===== src/rtl/ew_out_writer_if.sv =====
// Bundle for the output-pixel stream plus the AXI write channels (AW, W, B).
// The writer uses the master side of this bundle.
interface ew_out_writer_if #(
  parameter int unsigned DATA_WIDTH = 256,
  parameter int unsigned ID_WIDTH   = 4
);
  logic                    s_dat_valid;
  logic                    s_dat_ready;
  logic [DATA_WIDTH-1:0]   s_dat;

  logic [ID_WIDTH-1:0]     M_AXI_AWID;
  logic [31:0]             M_AXI_AWADDR;
  logic [7:0]              M_AXI_AWLEN;
  logic [2:0]              M_AXI_AWSIZE;
  logic [1:0]              M_AXI_AWBURST;
  logic                    M_AXI_AWVALID;
  logic                    M_AXI_AWREADY;

  logic [DATA_WIDTH-1:0]   M_AXI_WDATA;
  logic [DATA_WIDTH/8-1:0] M_AXI_WSTRB;
  logic                    M_AXI_WLAST;
  logic                    M_AXI_WVALID;
  logic                    M_AXI_WREADY;

  logic                    M_AXI_BVALID;
  logic                    M_AXI_BREADY;
  logic [1:0]              M_AXI_BRESP;

  modport master (
    input  s_dat_valid, s_dat, M_AXI_AWREADY, M_AXI_WREADY, M_AXI_BVALID, M_AXI_BRESP,
    output s_dat_ready, M_AXI_AWID, M_AXI_AWADDR, M_AXI_AWLEN, M_AXI_AWSIZE, M_AXI_AWBURST,
           M_AXI_AWVALID, M_AXI_WDATA, M_AXI_WSTRB, M_AXI_WLAST, M_AXI_WVALID, M_AXI_BREADY
  );

  modport slave (
    output s_dat_valid, s_dat, M_AXI_AWREADY, M_AXI_WREADY, M_AXI_BVALID, M_AXI_BRESP,
    input  s_dat_ready, M_AXI_AWID, M_AXI_AWADDR, M_AXI_AWLEN, M_AXI_AWSIZE, M_AXI_AWBURST,
           M_AXI_AWVALID, M_AXI_WDATA, M_AXI_WSTRB, M_AXI_WLAST, M_AXI_WVALID, M_AXI_BREADY
  );
endinterface


===== src/rtl/ew_out_writer.sv =====
// Writes a C x H x W output tensor to memory as AXI INCR bursts, one burst sequence per row,
// streaming pixel-group beats straight from s_dat to WDATA.
module ew_out_writer #(
  parameter int unsigned DATA_WIDTH = 256,
  parameter int unsigned ID_WIDTH   = 4,
  parameter int unsigned MAX_BURST  = 16
) (
  input  logic        clk,
  input  logic        rst_n,
  input  logic        start,
  input  logic [15:0] Hout,
  input  logic [15:0] Wout,
  input  logic [15:0] CH_div_Tout,
  input  logic [31:0] out_base_addr,
  input  logic [31:0] surface_stride,
  input  logic [31:0] line_stride,
  output logic        busy,
  output logic        done,
  output logic [31:0] perf_cnt,
  ew_out_writer_if.master axi
);
  localparam int unsigned Bytes   = DATA_WIDTH / 8;
  localparam int unsigned SizeLog = $clog2(Bytes);

  typedef enum logic [2:0] {StIdle, StAw, StW, StWaitB, StDone} state_e;
  state_e st_q, st_d;

  logic [15:0] h_max_q, h_max_d, w_max_q, w_max_d, c_max_q, c_max_d;
  logic [31:0] surf_stride_q, surf_stride_d, line_stride_q, line_stride_d;
  logic [15:0] h_q, h_d, w_q, w_d, c_q, c_d;
  logic [31:0] surf_addr_q, surf_addr_d, row_addr_q, row_addr_d;
  logic [8:0]  beats_q, beats_d, beat_q, beat_d;
  logic [31:0] bursts_q, bursts_d, b_cnt_q, b_cnt_d, perf_q, perf_d;

  logic [15:0] rem;
  logic [8:0]  len;
  logic [15:0] w_next;
  logic        w_fire;
  logic        unused_bresp;

  assign unused_bresp = ^axi.M_AXI_BRESP;

  // Beats left in the current row, capped at the burst limit.
  assign rem    = w_max_q - w_q;
  assign len    = (rem >= 16'(MAX_BURST)) ? 9'(MAX_BURST) : rem[8:0];
  assign w_next = w_q + {7'd0, beats_q};
  assign w_fire = (st_q == StW) && axi.s_dat_valid && axi.M_AXI_WREADY;

  always_comb begin
    st_d          = st_q;
    h_max_d       = h_max_q;
    w_max_d       = w_max_q;
    c_max_d       = c_max_q;
    surf_stride_d = surf_stride_q;
    line_stride_d = line_stride_q;
    h_d           = h_q;
    w_d           = w_q;
    c_d           = c_q;
    surf_addr_d   = surf_addr_q;
    row_addr_d    = row_addr_q;
    beats_d       = beats_q;
    beat_d        = beat_q;
    bursts_d      = bursts_q;
    b_cnt_d       = axi.M_AXI_BVALID ? b_cnt_q + 32'd1 : b_cnt_q;
    perf_d        = (st_q != StIdle) ? perf_q + 32'd1 : perf_q;

    unique case (st_q)
      StIdle: begin
        if (start) begin
          h_max_d       = Hout;
          w_max_d       = Wout;
          c_max_d       = CH_div_Tout;
          surf_stride_d = surface_stride;
          line_stride_d = line_stride;
          h_d           = '0;
          w_d           = '0;
          c_d           = '0;
          surf_addr_d   = out_base_addr;
          row_addr_d    = out_base_addr;
          beats_d       = '0;
          beat_d        = '0;
          bursts_d      = '0;
          b_cnt_d       = '0;
          perf_d        = 32'd1;
          st_d = (Hout == '0 || Wout == '0 || CH_div_Tout == '0) ? StDone : StAw;
        end
      end
      StAw: begin
        if (axi.M_AXI_AWREADY) begin
          beats_d  = len;
          beat_d   = '0;
          bursts_d = bursts_q + 32'd1;
          st_d     = StW;
        end
      end
      StW: begin
        if (w_fire) begin
          if (beat_q == beats_q - 9'd1) begin
            beat_d = '0;
            st_d   = StAw;
            if (w_next == w_max_q) begin
              w_d = '0;
              if (h_q == h_max_q - 16'd1) begin
                h_d = '0;
                if (c_q == c_max_q - 16'd1) begin
                  st_d = StWaitB;
                end else begin
                  c_d         = c_q + 16'd1;
                  surf_addr_d = surf_addr_q + surf_stride_q;
                  row_addr_d  = surf_addr_q + surf_stride_q;
                end
              end else begin
                h_d        = h_q + 16'd1;
                row_addr_d = row_addr_q + line_stride_q;
              end
            end else begin
              w_d = w_next;
            end
          end else begin
            beat_d = beat_q + 9'd1;
          end
        end
      end
      StWaitB: if (b_cnt_q == bursts_q) st_d = StDone;
      StDone:  st_d = StIdle;
      default: st_d = StIdle;
    endcase
  end

  always_ff @(posedge clk or negedge rst_n) begin
    if (!rst_n) begin
      st_q          <= StIdle;
      h_max_q       <= '0;
      w_max_q       <= '0;
      c_max_q       <= '0;
      surf_stride_q <= '0;
      line_stride_q <= '0;
      h_q           <= '0;
      w_q           <= '0;
      c_q           <= '0;
      surf_addr_q   <= '0;
      row_addr_q    <= '0;
      beats_q       <= '0;
      beat_q        <= '0;
      bursts_q      <= '0;
      b_cnt_q       <= '0;
      perf_q        <= '0;
    end else begin
      st_q          <= st_d;
      h_max_q       <= h_max_d;
      w_max_q       <= w_max_d;
      c_max_q       <= c_max_d;
      surf_stride_q <= surf_stride_d;
      line_stride_q <= line_stride_d;
      h_q           <= h_d;
      w_q           <= w_d;
      c_q           <= c_d;
      surf_addr_q   <= surf_addr_d;
      row_addr_q    <= row_addr_d;
      beats_q       <= beats_d;
      beat_q        <= beat_d;
      bursts_q      <= bursts_d;
      b_cnt_q       <= b_cnt_d;
      perf_q        <= perf_d;
    end
  end

  assign busy     = (st_q != StIdle);
  assign done     = (st_q == StDone);
  assign perf_cnt = perf_q;

  assign axi.M_AXI_AWID    = '0;
  assign axi.M_AXI_AWADDR  = row_addr_q + ({16'd0, w_q} << SizeLog);
  assign axi.M_AXI_AWLEN   = 8'(len - 9'd1);
  assign axi.M_AXI_AWSIZE  = 3'(SizeLog);
  assign axi.M_AXI_AWBURST = 2'b01;
  assign axi.M_AXI_AWVALID = (st_q == StAw);
  assign axi.M_AXI_WDATA   = axi.s_dat;
  assign axi.M_AXI_WSTRB   = '1;
  assign axi.M_AXI_WVALID  = (st_q == StW) && axi.s_dat_valid;
  assign axi.M_AXI_WLAST   = (st_q == StW) && (beat_q == beats_q - 9'd1);
  assign axi.s_dat_ready   = (st_q == StW) && axi.M_AXI_WREADY;
  assign axi.M_AXI_BREADY  = 1'b1;
endmodule


===== src/flat_wrapper.sv =====
// flat-port wrapper written by rule: the top's interface ports become plain ports
module ew_out_writer_flat 
#(
  parameter int unsigned DATA_WIDTH = 256,
  parameter int unsigned ID_WIDTH   = 4,
  parameter int unsigned MAX_BURST  = 16
)
  (clk, rst_n, start, Hout, Wout, CH_div_Tout, out_base_addr, surface_stride, line_stride, busy, done, perf_cnt, axi_s_dat_valid, axi_s_dat, axi_M_AXI_AWREADY, axi_M_AXI_WREADY, axi_M_AXI_BVALID, axi_M_AXI_BRESP, axi_s_dat_ready, axi_M_AXI_AWID, axi_M_AXI_AWADDR, axi_M_AXI_AWLEN, axi_M_AXI_AWSIZE, axi_M_AXI_AWBURST, axi_M_AXI_AWVALID, axi_M_AXI_WDATA, axi_M_AXI_WSTRB, axi_M_AXI_WLAST, axi_M_AXI_WVALID, axi_M_AXI_BREADY);
  ew_out_writer_if #(.DATA_WIDTH(DATA_WIDTH), .ID_WIDTH(ID_WIDTH)) axi_i ();
  input  logic clk;
  input  logic rst_n;
  input  logic start;
  input  logic [15:0] Hout;
  input  logic [15:0] Wout;
  input  logic [15:0] CH_div_Tout;
  input  logic [31:0] out_base_addr;
  input  logic [31:0] surface_stride;
  input  logic [31:0] line_stride;
  output logic busy;
  output logic done;
  output logic [31:0] perf_cnt;
  input wire logic [$bits(axi_i.s_dat_valid)-1:0] axi_s_dat_valid;
  input wire logic [$bits(axi_i.s_dat)-1:0] axi_s_dat;
  input wire logic [$bits(axi_i.M_AXI_AWREADY)-1:0] axi_M_AXI_AWREADY;
  input wire logic [$bits(axi_i.M_AXI_WREADY)-1:0] axi_M_AXI_WREADY;
  input wire logic [$bits(axi_i.M_AXI_BVALID)-1:0] axi_M_AXI_BVALID;
  input wire logic [$bits(axi_i.M_AXI_BRESP)-1:0] axi_M_AXI_BRESP;
  output wire logic [$bits(axi_i.s_dat_ready)-1:0] axi_s_dat_ready;
  output wire logic [$bits(axi_i.M_AXI_AWID)-1:0] axi_M_AXI_AWID;
  output wire logic [$bits(axi_i.M_AXI_AWADDR)-1:0] axi_M_AXI_AWADDR;
  output wire logic [$bits(axi_i.M_AXI_AWLEN)-1:0] axi_M_AXI_AWLEN;
  output wire logic [$bits(axi_i.M_AXI_AWSIZE)-1:0] axi_M_AXI_AWSIZE;
  output wire logic [$bits(axi_i.M_AXI_AWBURST)-1:0] axi_M_AXI_AWBURST;
  output wire logic [$bits(axi_i.M_AXI_AWVALID)-1:0] axi_M_AXI_AWVALID;
  output wire logic [$bits(axi_i.M_AXI_WDATA)-1:0] axi_M_AXI_WDATA;
  output wire logic [$bits(axi_i.M_AXI_WSTRB)-1:0] axi_M_AXI_WSTRB;
  output wire logic [$bits(axi_i.M_AXI_WLAST)-1:0] axi_M_AXI_WLAST;
  output wire logic [$bits(axi_i.M_AXI_WVALID)-1:0] axi_M_AXI_WVALID;
  output wire logic [$bits(axi_i.M_AXI_BREADY)-1:0] axi_M_AXI_BREADY;
  assign axi_i.s_dat_valid = axi_s_dat_valid;
  assign axi_i.s_dat = axi_s_dat;
  assign axi_i.M_AXI_AWREADY = axi_M_AXI_AWREADY;
  assign axi_i.M_AXI_WREADY = axi_M_AXI_WREADY;
  assign axi_i.M_AXI_BVALID = axi_M_AXI_BVALID;
  assign axi_i.M_AXI_BRESP = axi_M_AXI_BRESP;
  assign axi_s_dat_ready = axi_i.s_dat_ready;
  assign axi_M_AXI_AWID = axi_i.M_AXI_AWID;
  assign axi_M_AXI_AWADDR = axi_i.M_AXI_AWADDR;
  assign axi_M_AXI_AWLEN = axi_i.M_AXI_AWLEN;
  assign axi_M_AXI_AWSIZE = axi_i.M_AXI_AWSIZE;
  assign axi_M_AXI_AWBURST = axi_i.M_AXI_AWBURST;
  assign axi_M_AXI_AWVALID = axi_i.M_AXI_AWVALID;
  assign axi_M_AXI_WDATA = axi_i.M_AXI_WDATA;
  assign axi_M_AXI_WSTRB = axi_i.M_AXI_WSTRB;
  assign axi_M_AXI_WLAST = axi_i.M_AXI_WLAST;
  assign axi_M_AXI_WVALID = axi_i.M_AXI_WVALID;
  assign axi_M_AXI_BREADY = axi_i.M_AXI_BREADY;
  ew_out_writer #(.DATA_WIDTH(DATA_WIDTH), .ID_WIDTH(ID_WIDTH), .MAX_BURST(MAX_BURST)) u_core (.clk(clk), .rst_n(rst_n), .start(start), .Hout(Hout), .Wout(Wout), .CH_div_Tout(CH_div_Tout), .out_base_addr(out_base_addr), .surface_stride(surface_stride), .line_stride(line_stride), .busy(busy), .done(done), .perf_cnt(perf_cnt), .axi(axi_i));
endmodule

===== config.mk =====
export PLATFORM = sky130hd
export DESIGN_NAME = ew_out_writer_flat
export DESIGN_NICKNAME = d
export VERILOG_FILES = /design/src/rtl/ew_out_writer_if.sv /design/src/rtl/ew_out_writer.sv /design/src/flat_wrapper.sv
export SDC_FILE = /design/constraint.sdc
export NUM_CORES = 1
export LEC_CHECK = 0
export BUFFER_PORTS_ARGS = -buffer_cell sky130_fd_sc_hd__buf_4
export CAP_MARGIN = 15
export CORE_AREA = 4 4 304 306
export CTS_CLUSTER_SIZE = 25
export DETAILED_ROUTE_END_ITERATION = 8
export DIE_AREA = 0 0 308 310
export PLACE_DENSITY_LB_ADDON = 0.2
export SLEW_MARGIN = 20
export SYNTH_ARGS = -nofsm -noshare
export SYNTH_HDL_FRONTEND = slang
export SYNTH_SLANG_ARGS = --single-unit

===== constraint.sdc =====
create_clock -name clk -period 11.2 [get_ports clk]
set_input_delay 2.8 -clock clk [delete_from_list [all_inputs] [get_ports clk]]
set_output_delay 2.8 -clock clk [all_outputs]
set_load 0.005 [all_outputs]

==> results of run 1 <==
[tightest hold or removal path, delay by kind of cell (launching register included)]
family,cells,cell delay [ns]
flip-flops,1,0.34
AND/OR/NAND/NOR,2,0.10
[per-stage QoR]
step	instances	setup slack (ns)	power, mW
4_1_cts	4193	3.55	7.67
5_1_grt	4193	3.27	8.25
3_3_place_gp	4113	4.16	6.07
2_1_floorplan	3097	5.26	4.90
3_5_place_dp	4113	4.22	6.05
6_report	4196	3.60	7.62
[final cells by class]
class	instances	area [um^2]	area share (%)
inverter	76	285	1.03
antenna	3	7.51	0.0271
clock buffer	65	1300	4.70
clock inverter	15	267	0.962
sequential	341	8530	30.8
tap	1176	1470	5.31
timing repair buffer	247	1890	6.81
multi-input combinational	2273	13900	50.4
[layout by cell type, fill, tap and decap left out, drive strengths merged, types with 57 or more instances in the layout]
master and count:
nand3 107, nand4 57, ha 112, clkbuf 65, nand2 521, xor2 112, and3 63, xnor2 130
inv 76, o21ai 185, a21oi 133, nor2 244, buf 247, dfrtp 341
[power breakdown]
part	total [mW]	switching [mW]	internal [mW]
combinational	4.08	2.44	1.64
clock	1.56	0.592	0.965
sequential	1.98	0.403	1.58
[state kept, by name, summed over array words and instances, names as in the netlist, 32 cells and up]
| signal | count |
|---|---|
| u_core.bursts_q | 32 |
| u_core.row_addr_q | 32 |
| u_core.surf_stride_q | 32 |
| u_core.perf_cnt | 32 |
| u_core.b_cnt_q | 32 |
| u_core.surf_addr_q | 32 |
| u_core.line_stride_q | 32 |
[kinds of logic after synthesis]
family / count (synthesis) / share of synthesized area (%)
AO/OA/AOI/OAI: 596 / 14.9
XOR/XNOR: 242 / 8.38
adder cells (fa/ha/maj): 117 / 5.94
buffers and inverters: 483 / 11.8
flip-flops: 341 / 33.8
multiplexers: 63 / 2.90
other: 2 / 0.0297
AND/OR/NAND/NOR: 1213 / 22.3
[per-layer routing]
metal | vias to the layer above | part of all wire (%)
met2 | 603 | 42
met3 | 154 | 7.4
met4 | 6 | 2.9
met1 | 9963 | 47
li1 | 10200 | -
met5 | - | 0.21
[path summary, 6_finish.rpt]
check,endpoint,slack [ns],depth (start not counted)
worst max register to register,u_core.row_addr_q[16],5.90,12
max in group asynchronous,u_core.b_cnt_q[30],7.09,3
worst min-delay path,u_core.surf_stride_q[30],0.48,2
worst min register to register,u_core.surf_stride_q[30],0.48,2
worst max-delay path,axi_M_AXI_AWADDR[22],3.60,12
min in group asynchronous,u_core.c_q[10],2.10,1
==> impl_results.rst, run 1 <==
.. list-table::
   :header-rows: 1

   * - Metric
     - Value
   * - Number of enable flip-flop cells after synthesis
     - 0
   * - Number of design rule violations left after detail routing
     - 0
   * - Share of post-route cells with drive strength above 1
     - 12.2%
   * - Final sum of negative setup slack
     - 0 ns
   * - Final Cycle Share
     - 67.9%
   * - Largest fanout of any net on the critical path
     - 6
   * - Top cells by count, synth
     - 521 x sky130_fd_sc_hd__nand2_1, 341 x sky130_fd_sc_hd__dfrtp_1, 304 x sky130_fd_sc_hd__buf_4
   * - Instance area after placement
     - 26100 um^2
   * - GRT met2 Usage
     - 24.9%
   * - Post-CTS repair timing setup buffer count
     - 0
   * - Async SR Flop Fraction
     - 100%
   * - DRT Wirelength
     - 83400 um
   * - Predominant post-synthesis flop cell
     - sky130_fd_sc_hd__dfrtp_1
   * - Hold Crit Class
     - flip-flop to flip-flop
   * - Transition time at the pin with the least slew margin
     - 1.12 ns
   * - Post-synthesis area per instance
     - 8.27 um^2
   * - Most used routing layer
     - met2
   * - Number of fillers in the final layout
     - 9646
   * - Inserted Clock Buffers
     - 44
   * - Global Route met3 Usage
     - 4.27%
   * - Congestion Overflow GR
     - 0
   * - Number of instances in the synthesized netlist
     - 3057
   * - Kind of capture point of the worst setup path
     - output pin
   * - Hold_buf cts
     - 0
   * - Worst r2r src
     - u_core.beats_q[5]
   * - Combined global-route utilization of all metal layers
     - 16.9%
   * - Pin count of the biggest net entering global routing
     - 195
   * - Cell type with the largest total area after synthesis
     - sky130_fd_sc_hd__dfrtp_1
   * - Port buffer count
     - 228
   * - Synth cell types
     - 89
   * - Half-perimeter wire length of the detailed placement result
     - 62900 um
   * - Worst max-slew margin expressed relative to the limit
     - 24.4%
   * - CTS sink cnt
     - 341
   * - Clock latency at the later pin of the worst-skew pair
     - 0.59 ns
   * - DR iter-0 viols
     - 1446
   * - Static leakage power
     - 12.8 nW
   * - Routed vias
     - 20900
   * - Slowest library cell on the worst path
     - sky130_fd_sc_hd__a311oi_1
   * - Final #Nets
     - 3509
   * - Count leader, synth
     - sky130_fd_sc_hd__nand2_1
   * - RSZ-0062 raised after global routing
     - no
   * - CTS tree
     - built
   * - Post-synthesis sequential area ratio
     - 33.8%
   * - Synth-to-Final Area Change
     - 9.59%
   * - #FFs+latches synth
     - 341
   * - Number of antenna violations at the first check in global routing
     - 4
   * - Hold path start
     - u_core.surf_stride_q[30]
   * - Power Dens Cells
     - 275 nW/um^2
   * - Arrival @ worst endpoint
     - 4.80 ns
   * - VDD IR max
     - 145 uV
   * - Routability-driven placement congestion ratio
     - 0.843
   * - Crit path buffers/inverters
     - 1
   * - Max_cap viols
     - 0
   * - Via count of the first global-routing pass
     - 20100
   * - Routed WL per cell
     - 19.9 um
   * - Final slew viol count
     - 0
   * - Vertical die dimension
     - 310 um
   * - Clock Root Buffer
     - sky130_fd_sc_hd__clkbuf_16
   * - Cell types occupying the most area after synthesis
     - sky130_fd_sc_hd__dfrtp_1 34%, sky130_fd_sc_hd__buf_4 9.0%, sky130_fd_sc_hd__nand2_1 7.7%
   * - Startpoint of the most critical setup path
     - u_core.w_q[1]
   * - Crit-path cells
     - ha_1 -> a21o_1 -> a21oi_1 -> o21ai_0 -> a2111oi_0 -> o311ai_0 -> a21oi_1 -> o21ai_0 -> a311oi_1 -> nand2b_1 -> xnor2_1 -> buf_4
   * - X dimension of the die
     - 308 um
   * - CTS clk-pin slew, worst paths
     - 0.06 ns
   * - Required arrival time at the worst endpoint
     - 8.40 ns
   * - Drt via density
     - 4.98
   * - Overall die area
     - 95500 um^2
   * - First-pass detailed-route iteration total
     - 5
   * - Cell class contributing the biggest share of worst-path delay
     - compound AO/OA/AOI/OAI gates
   * - Row count
     - 110
   * - Syn. warnings
     - 0
   * - Number of H-tree levels
     - 2
   * - Buffer levels on the longest clock path
     - 3
   * - Proportion of netlist area held by the largest area contributor
     - 33.8%
   * - Starting Density
     - 28.2%
   * - Peak Freq
     - 0.132 GHz
   * - Number of top-level design ports
     - 785
   * - Category of the most critical setup path
     - flip-flop to output pin
   * - Post-layout util
     - 30.9%
   * - Post-synthesis instance area
     - 25300 um^2
   * - Antenna-violating nets left
     - 0
   * - Area of the core
     - 89600 um^2
   * - Hold Slack
     - 0.483 ns
   * - Type of element launching the critical path
     - flip-flop
   * - Final Hold Fails
     - 0
   * - GR met1 Demand/Resource
     - 24.1%
   * - Number of failing setup endpoints in the final timing report
     - 0
   * - Highest cell delay on the worst timing path
     - 0.86 ns
   * - Worst Skew
     - 0.0435 ns
   * - Time the worst path needs with I/O delays and setup
     - 7.60 ns
   * - Global-route wire length before repair
     - 126000 um
   * - Non-Filler Cell Area, Final
     - 27700 um^2
   * - Status
     - completed
   * - Gates resized, CTS repair
     - 0
Note: power is estimated with default switching activity, not from simulation.
==> inputs of run 2 (changes only) <==
clock period = 7.95 ns   (was 11.2 ns; I/O delays follow)
==> impl_results.rst, run 2 (same netlist as run 1, synthesis figures left out) <==
.. list-table::
   :header-rows: 1

   * - Metric
     - Value
   * - Status
     - completed
   * - VDD IR max
     - 147 uV (+1.8%)
   * - Peak Freq
     - 0.147 GHz
   * - Gates resized, CTS repair
     - 0 (unchanged)
   * - Vertical die dimension
     - 310 um (unchanged)
   * - Highest cell delay on the worst timing path
     - 0.84 ns (-0.02 ns)
   * - CTS sink cnt
     - 341 (unchanged)
   * - Worst setup slack after placement
     - 1.75 ns (-2.47 ns)
   * - Largest fanout of any net on the critical path
     - 6 (unchanged)
   * - Inserted Clock Buffers
     - 46 (+4.5%)
   * - Routability-driven placement congestion ratio
     - 0.848 (+0.59%)
   * - Hold Crit Class
     - flip-flop to flip-flop
   * - Combined global-route utilization of all metal layers
     - 17.0% (+0.13 points)
   * - Share of post-route cells with drive strength above 1
     - 12.3% (+0.029 points)
   * - Post-layout util
     - 30.8% (-0.14 points)
   * - Final slew viol count
     - 0 (unchanged)
   * - Slowest library cell on the worst path
     - sky130_fd_sc_hd__a311oi_1
   * - Final Hold Fails
     - 0 (unchanged)
   * - Row count
     - 110 (unchanged)
   * - Power Dens Cells
     - 384 nW/um^2 (+39%)
   * - Category of the most critical setup path
     - flip-flop to output pin
   * - Worst max-slew margin expressed relative to the limit
     - 30.5% (+6.1 points)
   * - Synth-to-Final Area Change
     - 9.08%
   * - Reg-to-reg slack, setup
     - 2.84 ns (-3.06 ns)
   * - X dimension of the die
     - 308 um (unchanged)
   * - Overall die area
     - 95500 um^2 (unchanged)
   * - Final worst setup slack
     - 1.12 ns (-2.48 ns)
   * - Final sum of negative setup slack
     - 0 ns (unchanged)
   * - Number of H-tree levels
     - 2 (unchanged)
   * - Leading cell type in the layout, fill and taps excluded
     - sky130_fd_sc_hd__nand2_1
   * - Number of antenna violations at the first check in global routing
     - 5 (+1)
   * - Post-CTS repair timing setup buffer count
     - 0 (unchanged)
   * - Hold_buf cts
     - 0 (unchanged)
   * - CTS clk-pin slew, worst paths
     - 0.06 ns (about the same)
   * - Area of the core
     - 89600 um^2 (unchanged)
   * - Hold path start
     - u_core.surf_stride_q[30]
   * - DRT Wirelength
     - 84100 um (+0.81%)
   * - Starting Density
     - 28.2% (unchanged)
   * - Drt via density
     - 4.99 (+0.26%)
   * - Pin count of the biggest net entering global routing
     - 195 (unchanged)
   * - Max_cap viols
     - 0 (unchanged)
   * - Time the worst path needs with I/O delays and setup
     - 6.83 ns
   * - Most frequent cells in the layout
     - 520 x sky130_fd_sc_hd__nand2_1, 341 x sky130_fd_sc_hd__dfrtp_1, 244 x sky130_fd_sc_hd__buf_4
   * - Clock latency at the later pin of the worst-skew pair
     - 0.59 ns (about the same)
   * - Routed WL per cell
     - 20.0 um (+0.78%)
   * - Half-perimeter wire length of the detailed placement result
     - 63200 um (+0.57%)
   * - Worst Skew
     - 0.0146 ns (-0.0289 ns)
   * - Required arrival time at the worst endpoint
     - 5.96 ns (-2.44 ns)
   * - Clock Root Buffer
     - sky130_fd_sc_hd__clkbuf_16
   * - Port buffer count
     - 228 (unchanged)
   * - Number of top-level design ports
     - 785 (unchanged)
   * - Type of element launching the critical path
     - flip-flop
   * - DR iter-0 viols
     - 1302 (-10%)
   * - Congestion Overflow GR
     - 0 (unchanged)
   * - Via count of the first global-routing pass
     - 20200 (+0.83%)
   * - Antenna-violating nets left
     - 0 (unchanged)
   * - First-pass detailed-route iteration total
     - 5 (unchanged)
   * - Path depth of the worst reg2reg path
     - 11 (-1)
   * - Static leakage power
     - 12.7 nW (-0.35%)
   * - Terminating pin of the worst hold path
     - u_core.surf_stride_q[30]
   * - Crit path buffers/inverters
     - 1 (unchanged)
   * - Worst r2r src
     - u_core.beats_q[5]
   * - Number of failing setup endpoints in the final timing report
     - 0 (unchanged)
   * - Count of cells along the worst hold path
     - 2 (unchanged)
   * - CTS tree
     - built
   * - Final Cycle Share
     - 85.9%
   * - Number of design rule violations left after detail routing
     - 0 (unchanged)
   * - Global-route wire length before repair
     - 126000 um (+0.42%)
   * - Final #Nets
     - 3511 (+0.057%)
   * - Buffer levels on the longest clock path
     - 3 (unchanged)
   * - Transition time at the pin with the least slew margin
     - 1.04 ns (-0.0814 ns)
   * - Crit-path cells
     - ha_1 -> a21o_1 -> a21oi_1 -> o21ai_0 -> a2111oi_0 -> o311ai_0 -> a21oi_1 -> o21ai_0 -> a311oi_1 -> nand2b_1 -> xnor2_1 -> buf_4
   * - Arrival @ worst endpoint
     - 4.84 ns (+0.04 ns)
   * - Routed vias
     - 20900 (+0.28%)
   * - Endpoint of the worst register-to-register path
     - u_core.surf_addr_q[11]
   * - Kind of capture point of the worst setup path
     - output pin
   * - RSZ-0062 raised after global routing
     - no
   * - Cell class contributing the biggest share of worst-path delay
     - compound AO/OA/AOI/OAI gates
   * - Number of fillers in the final layout
     - 9662 (+0.17%)
[run 2: worst max path at each step]
stage / cells past startpoint / from / to
2_1_floorplan: 16 / u_core.w_max_q[0] / axi_M_AXI_AWLEN[4]
3_3_place_gp: 12 / u_core.w_q[1] / axi_M_AXI_AWADDR[22]
3_5_place_dp: 12 / u_core.w_q[1] / axi_M_AXI_AWADDR[26]
4_1_cts: 12 / u_core.w_q[1] / axi_M_AXI_AWADDR[26]
5_1_grt: 12 / u_core.w_q[1] / axi_M_AXI_AWADDR[26]
6_report: 12 / u_core.w_q[1] / axi_M_AXI_AWADDR[26]
[run 2: per-layer routing]
layer / wire, um / track usage, % / up-vias
li1: - / - / 10200
met1: 39800 / 24.1 / 10000
met2: 35700 / 25.2 / 554
met3: 6060 / 4.42 / 150
met4: 2290 / 5.17 / 6
met5: 174 / 1.73 / -
[run 2: worst min-delay path, cell delays in order (launching register included)]
cell and delay, ns:
sky130_fd_sc_hd__dfrtp_1 0.34, sky130_fd_sc_hd__nand2_1 0.05, sky130_fd_sc_hd__nand2_1 0.06
[run 2: metrics by stage]
stage	cells	area [um^2]	hold slack [ns]	total power [mW]
3_3_place_gp	4113	26100	0.471	8.56
6_report	4197	27600	0.482	10.6
2_1_floorplan	3097	25400	0.450	6.91
5_1_grt	4194	27600	0.503	11.5
4_1_cts	4194	27600	0.488	10.7
3_5_place_dp	4113	26100	0.474	8.55
[run 2: final cells by class]
| type | count | area [um^2] | share of cell area, % |
|---|---|---|---|
| multi-input cells | 2273 | 14000 | 50.6 |
| flip-flops and latches | 341 | 8530 | 30.9 |
| repair buffers | 247 | 1890 | 6.84 |
| well taps | 1176 | 1470 | 5.34 |
| clock buffers | 65 | 1300 | 4.73 |
| inverters | 76 | 285 | 1.03 |
| clock inverters | 16 | 131 | 0.476 |
| diodes | 3 | 7.51 | 0.0272 |
[run 2: power breakdown]
part           leakage [nW]  total (mW)  internal [mW]  switching (mW)
clock network         0.717        2.02           1.18           0.848
logic                  7.59        5.77           2.32            3.45
registers              4.41        2.78           2.22           0.556
total                  12.7        10.6           5.72            4.86
